### config.mk
export PLATFORM = sky130hd
export DESIGN_NAME = sdram_port_arbiter
export DESIGN_NICKNAME = d
export VERILOG_FILES = /design/src/rtl/sdram_port_arbiter.sv
export SDC_FILE = /design/constraint.sdc
export NUM_CORES = 1
export LEC_CHECK = 0
export CAP_MARGIN = 25
export CORE_MARGIN = 3
export CORE_UTILIZATION = 60
export DETAILED_ROUTE_END_ITERATION = 6
export DONT_BUFFER_PORTS = 1
export HOLD_SLACK_MARGIN = 0.06
export PLACE_DENSITY = 0.76
export RECOVER_POWER = 50
export SYNTH_ARGS = -nofsm -noshare
export SYNTH_HDL_FRONTEND = slang
export SYNTH_SLANG_ARGS = --single-unit
### constraint.sdc
create_clock -name clk -period 3.4 [get_ports clk]
set_clock_uncertainty 0.05 [all_clocks]
set_input_delay 0.68 -clock clk [delete_from_list [all_inputs] [get_ports clk]]
set_output_delay 0.68 -clock clk [all_outputs]
set_load 0.02 [all_outputs]
### src/rtl/sdram_port_arbiter.sv
// ---------------------------------------------------------------------------
// sdram_port_arbiter
//
// Shares the single byte-wide SDRAM controller port between three requesters:
// the ROM/artwork loader (writes), the CPU fetch path (reads) and the VFD
// compositor (reads). One transaction is in flight at a time. Priority is
// loader > CPU > VFD. A starvation guard hands the port to the VFD once the
// CPU has won STARVE_LIMIT consecutive arbitrations while the VFD was waiting.
//
// Transaction flow: IDLE -> ISSUE -> WAIT -> DONE -> IDLE.
//   IDLE  : pick an owner, latch its address (and write byte).
//   ISSUE : one-cycle mem_we (loader) or mem_rd (CPU/VFD) strobe.
//   WAIT  : hold mem_addr/mem_din until mem_ready; capture mem_dout.
//   DONE  : one-cycle ack to the owner.
//
// Parameters:
//   ADDR_W        SDRAM byte address width
//   STARVE_LIMIT  consecutive CPU grants tolerated while VFD is pending (1..255)
//
// Ports:
//   clk, reset_n                  clock, asynchronous active-low reset
//   ld_req/ld_addr/ld_data/ld_ack loader write port (level req, pulse ack)
//   cpu_req/cpu_addr/cpu_data/cpu_ack  CPU read port
//   vfd_req/vfd_addr/vfd_data/vfd_ack  compositor read port
//   mem_addr/mem_din/mem_dout     controller address / write byte / read byte
//   mem_rd/mem_we                 one-cycle strobes to the controller
//   mem_ready                     controller completion pulse
//   wd_err                        sticky watchdog flag (watchdog build only)
//   busy                          high whenever the FSM is not in IDLE
//
// Build option:
//   SDRAM_ARB_WATCHDOG_EN  when defined, a WAIT that sees no mem_ready for 255
//                          cycles is aborted: reads return 8'hFF, the ack
//                          still pulses and wd_err latches until reset.
// ---------------------------------------------------------------------------
module sdram_port_arbiter #(
  parameter int ADDR_W       = 25,
  parameter int STARVE_LIMIT = 8
) (
  input  logic              clk,
  input  logic              reset_n,
  input  logic              ld_req,
  input  logic [ADDR_W-1:0] ld_addr,
  input  logic [7:0]        ld_data,
  output logic              ld_ack,
  input  logic              cpu_req,
  input  logic [ADDR_W-1:0] cpu_addr,
  output logic [7:0]        cpu_data,
  output logic              cpu_ack,
  input  logic              vfd_req,
  input  logic [ADDR_W-1:0] vfd_addr,
  output logic [7:0]        vfd_data,
  output logic              vfd_ack,
  output logic [ADDR_W-1:0] mem_addr,
  output logic [7:0]        mem_din,
  input  logic [7:0]        mem_dout,
  output logic              mem_rd,
  output logic              mem_we,
  input  logic              mem_ready,
`ifdef SDRAM_ARB_WATCHDOG_EN
  output logic              wd_err,
`endif
  output logic              busy
);

  localparam logic [1:0] ST_IDLE  = 2'd0;
  localparam logic [1:0] ST_ISSUE = 2'd1;
  localparam logic [1:0] ST_WAIT  = 2'd2;
  localparam logic [1:0] ST_DONE  = 2'd3;

  localparam logic [7:0] STARVE_MAX = 8'(STARVE_LIMIT);

  // Requester index used for the one-hot owner/grant/ack vectors:
  // bit 0 = loader, bit 1 = CPU, bit 2 = VFD.
  logic [1:0]        state_reg;
  logic [1:0]        state_next;
  logic [2:0]        owner_reg;
  logic [2:0]        grant_oh;
  logic [2:0]        ack_reg;
  logic [7:0]        starve_reg;
  logic              starved;
  logic              mem_rd_reg;
  logic              mem_we_reg;
  logic [ADDR_W-1:0] mem_addr_reg;
  logic [7:0]        mem_din_reg;
  logic [ADDR_W-1:0] grant_addr;
  logic              wd_timeout;
  logic              xfer_done;

  logic [ADDR_W-1:0] req_addr  [3];
  logic [ADDR_W-1:0] addr_term [3];

  assign req_addr[0] = ld_addr;
  assign req_addr[1] = cpu_addr;
  assign req_addr[2] = vfd_addr;

  // The VFD has waited through enough CPU wins; it jumps ahead of the CPU.
  assign starved = vfd_req && (starve_reg >= STARVE_MAX);

  always_comb begin
    grant_oh = 3'b000;
    if (ld_req) begin
      grant_oh = 3'b001;
    end else if (starved) begin
      grant_oh = 3'b100;
    end else if (cpu_req) begin
      grant_oh = 3'b010;
    end else if (vfd_req) begin
      grant_oh = 3'b100;
    end
  end

  // AND-OR address mux driven by the one-hot grant.
  genvar gi;
  generate
    for (gi = 0; gi < 3; gi++) begin : g_addr_sel
      assign addr_term[gi] = grant_oh[gi] ? req_addr[gi] : '0;
    end
  endgenerate

  assign grant_addr = addr_term[0] | addr_term[1] | addr_term[2];

  // Completion: the controller answered, or the watchdog gave up.
  assign xfer_done = (state_reg == ST_WAIT) && (mem_ready || wd_timeout);

  always_comb begin
    state_next = state_reg;
    unique case (state_reg)
      ST_IDLE:  if (|grant_oh) state_next = ST_ISSUE;
      ST_ISSUE: state_next = ST_WAIT;
      ST_WAIT:  if (xfer_done) state_next = ST_DONE;
      ST_DONE:  state_next = ST_IDLE;
      default:  state_next = ST_IDLE;
    endcase
  end

  always_ff @(posedge clk or negedge reset_n) begin
    if (!reset_n) begin
      state_reg    <= ST_IDLE;
      owner_reg    <= '0;
      ack_reg      <= '0;
      mem_rd_reg   <= 1'b0;
      mem_we_reg   <= 1'b0;
      mem_addr_reg <= '0;
      mem_din_reg  <= '0;
      starve_reg   <= '0;
    end else begin
      state_reg  <= state_next;
      mem_rd_reg <= 1'b0;
      mem_we_reg <= 1'b0;
      ack_reg    <= '0;

      // Strobe is registered on the grant edge so it is high exactly while
      // the FSM sits in ISSUE.
      if (state_reg == ST_IDLE && |grant_oh) begin
        owner_reg    <= grant_oh;
        mem_addr_reg <= grant_addr;
        mem_we_reg   <= grant_oh[0];
        mem_rd_reg   <= ~grant_oh[0];
        if (grant_oh[0]) begin
          mem_din_reg <= ld_data;
        end
      end

      if (xfer_done) begin
        ack_reg <= owner_reg;
      end

      // Count CPU wins only while the VFD is actually waiting.
      if (state_reg == ST_IDLE) begin
        if (!vfd_req || grant_oh[2]) begin
          starve_reg <= '0;
        end else if (grant_oh[1] && starve_reg != 8'hFF) begin
          starve_reg <= starve_reg + 8'd1;
        end
      end
    end
  end

  // Read-data holding registers for the two read ports (CPU, VFD). They load
  // on the same edge that raises the ack, so data and ack appear together.
  generate
    for (gi = 0; gi < 2; gi++) begin : g_rd_port
      logic [7:0] data_reg;
      always_ff @(posedge clk or negedge reset_n) begin
        if (!reset_n) begin
          data_reg <= '0;
        end else if (xfer_done && owner_reg[gi+1]) begin
          data_reg <= mem_ready ? mem_dout : 8'hFF;
        end
      end
    end
  endgenerate

`ifdef SDRAM_ARB_WATCHDOG_EN
  logic [7:0] wd_cnt_reg;
  logic       wd_err_reg;

  // wd_cnt_reg holds the index of the current WAIT cycle; index 254 is the
  // 255th cycle, after which the transaction is abandoned.
  assign wd_timeout = (state_reg == ST_WAIT) && !mem_ready && (wd_cnt_reg == 8'd254);

  always_ff @(posedge clk or negedge reset_n) begin
    if (!reset_n) begin
      wd_cnt_reg <= '0;
      wd_err_reg <= 1'b0;
    end else begin
      if (state_reg == ST_WAIT) begin
        wd_cnt_reg <= wd_cnt_reg + 8'd1;
      end else begin
        wd_cnt_reg <= '0;
      end
      if (wd_timeout) begin
        wd_err_reg <= 1'b1;
      end
    end
  end

  assign wd_err = wd_err_reg;
`else
  assign wd_timeout = 1'b0;
`endif

  assign ld_ack   = ack_reg[0];
  assign cpu_ack  = ack_reg[1];
  assign vfd_ack  = ack_reg[2];
  assign cpu_data = g_rd_port[0].data_reg;
  assign vfd_data = g_rd_port[1].data_reg;
  assign mem_addr = mem_addr_reg;
  assign mem_din  = mem_din_reg;
  assign mem_rd   = mem_rd_reg;
  assign mem_we   = mem_we_reg;
  assign busy     = (state_reg != ST_IDLE);

endmodule

==> impl_metrics.py <==
metrics = {
    "timing": {
        "timing.hold.ws_ps": 359,
        "rsz0062_at_grt": "false",
        "fin_crit_ps": 2410,
        "fmax_ghz": 0.415,
        "fin_crit_sh_pct": 70.8,
        "relSlewSlack_pct": -8.66,
        "finalHoldViolations": 0,
        "tns_ps": 0,
        "setup_slack_ps": 992,
        "finalSetupViolCount": 0,
        "max_slew.worst_pin.slew_ps": 1630,
        "slew_viol_final": 68,
    },
    "logic_synthesis": {
        "yosysUniqueCellTypes": 33,
        "syn_area_per_cell_um2": 10.4,
        "syn_nets": 398,
        "synth_ff_type": "dfrtp_1",
        "postSynthCellCount": 296,
        "synth_area_mm2": 0.00308,
        "synth-seq-cells": 67,
        "ys_warn_count": 0,
        "seq_area_frac_synth_pct": 54.4,
        "synth_edf_count": 0,
        "synthArstFlopShare_pct": 100,
    },
    "setup_path": {
        "start_kind": "input port",
        "timing.reg2reg.setup_slack_ps": 1040,
        "path_max_fanout": 31,
        "critical_path.endpoint": "mem_addr[18]",
        "worstPathRequired_ps": 3600,
        "r2r_cells": 6,
        "cp-end-kind": "flop",
        "path_class": "in2reg",
        "r2r-end": "mem_addr[18]",
        "arrival_ps": 2610,
        "startpoint": "vfd_req",
        "reg2reg_from": "state_reg[0]",
    },
    "routing": {
        "dr.pass1.iters": 4,
        "drc_errors": 0,
        "antenna_left": 0,
        "totalWireLength_mm": 7.47,
        "drt_iter0_markers": 107,
        "via_per_inst": 6.36,
        "vias": 2334,
        "detail_route.wl_per_cell_um": 20.3,
    },
    "cts": {
        "cts_buffers": 9,
        "clockRootBuffer": "clkbuf_8",
        "clk_path_buf_depth": 2,
        "cts_tree": "done",
        "insertion_delay_ps": 330,
        "h-tree-depth": 3,
        "path_clk_slew_ps": 70,
        "cts.sinks": 67,
    },
    "floorplanning": {
        "die_y_um": 77.7,
        "ios": 152,
        "rows": 25,
        "initial_utilization_pct": 63.6,
        "core_mm2": 0.00485,
        "die_w_um": 77.7,
        "floorplan.die_area_mm2": 0.00603,
    },
    "global_routing": {
        "grt_start_max_net_pins": 68,
        "grt_pass1_vias": 2421,
        "grt_usage_pct": 25.5,
        "grt.overflow.total": 0,
        "grt_antenna_before_repair": 0,
        "grt_pass1_wl_mm": 12.0,
    },
    "placement": {
        "postPlaceCellArea_mm2": 0.00312,
        "pre_cts_ws_ps": 1150,
        "hpwl_mm": 5.13,
        "port_buffers": 0,
        "place_inst": 350,
        "place_congestion": 0.780,
    },
    "finish": {
        "n_antenna_cell": 0,
        "drive_gt1_share_pct": 16.0,
        "syn2layout_area_growth_pct": 8.12,
        "fin_cells": 367,
        "layout.nets": 398,
        "largest_reg_flops": 25,
        "n_fill_cell": 378,
        "fin_area_mm2": 0.00333,
    },
    "outcome": {
        "violations": "capacitance limit, slew limit",
        "status": "finished, violations left",
    },
    "job": {
        "cap_viol_max_count": 1,
    },
    "pwr": {
        "power.density_mw_per_mm2": 956,
        "ir_drop_uv": 609,
        "leakagePower_nw": 1.44,
    },
    "hold_path": {
        "holdCritPathClass": "in2reg",
    },
}
## cell usage after synthesis (2+ instances only)
cell      number  share of area, %
nand2_1        8              0.97
mux2_2        25               9.1
clkbuf_1      13               1.6
nand3_1       29               4.7
nand2b_1      26               5.3
a31oi_1       25               5.1
nand4_1        2              0.41
nor2b_1        5               1.0
dfrtp_1       67                54
inv_1         10               1.2
nor2_1        28               3.4
a21boi_1       2              0.49
a21oi_1       26               4.2
o211ai_1       2              0.49
o21ai_1        2              0.32
o21ai_0        4              0.65
ha_1           5               2.0
buf_2          2              0.32
## layer usage
metal  vias up  wire, um  GRT usage (%)
li1       1038         -              -
met1      1174      2950           32.0
met2       113      3750           42.3
met3         9       655           6.61
met4         0       111           9.96
met5         -         0              0
## kinds of logic (layout without fill, tap and decap cells)
family	after synthesis	count (layout)	share of synthesized area, %
flip-flops	67	67	54.4
buffers and inverters	26	30	3.49
multiplexers	25	25	9.13
adder cells (fa/ha/maj)	5	5	2.03
AO/OA/AOI/OAI	66	66	12.7
AND/OR/NAND/NOR	107	107	18.2
## stage by stage
step | total power [mW] | util (%)
after detailed placement | 2.53 | 64.4
final | 3.19 | 68.7
after CTS | 3.19 | 69.0
after global placement | 2.48 | 64.4
after floorplan | 2.32 | -
after global routing | 3.39 | 68.7
## what timing repair did
action | in CTS | in global routing
hold buffers | 1 | 0
buffers inserted | 0 | 0
resized for setup | 0 | 0
endpoints found under the hold margin | 67 | 0
## worst min path at each step
stage / start / endpoint / slack [ps] / cells after the start
3_3_place_gp: reset_n / ack_reg[1] / 340 / 0
5_1_grt: ld_req / mem_rd / 350 / 1
2_1_floorplan: reset_n / ack_reg[0] / 330 / 0
6_report: ld_req / mem_rd / 360 / 1
3_5_place_dp: reset_n / vfd_data[1] / 340 / 0
4_1_cts: reset_n / vfd_data[1] / 180 / 1
## worst max-delay path, cell delays in order
cell      delay [ps]
nor3_1           340
nand2b_1         160
clkbuf_1        1080
a21oi_1          110
a31oi_1          240
## area by class of cell
class | count | area [um^2] | area share, %
clock buffer | 11 | 141 | 4.24
clock inverter | 4 | 51.3 | 1.54
inverter | 10 | 37.5 | 1.13
multi-input combinational | 203 | 1300 | 39.1
sequential | 67 | 1680 | 50.3
tap | 67 | 83.8 | 2.52
timing repair buffer | 5 | 38.8 | 1.16
## report_power, final
group	total (mW)	internal, mW	switching, mW
registers	1.74	1.14	0.605
logic	0.802	0.373	0.429
clock network	0.640	0.355	0.285
total	3.19	1.87	1.32
## layout by cell type (no fill, tap or decap), types with 2 or more instances in the layout
cell type	count
o211ai_1	2
buf_4	2
clkbuf_8	10
nand2b_1	26
mux2_2	25
nor2b_1	4
nor2_1	27
nand2_1	8
o21ai_0	4
a31oi_1	25
o21ai_1	2
ha_1	5
nand4_1	2
inv_1	10
clkbuf_1	2
a21boi_1	2
nand3_1	29
a21oi_1	26
dfrtp_1	67
Power figures use the tool's default switching activity.
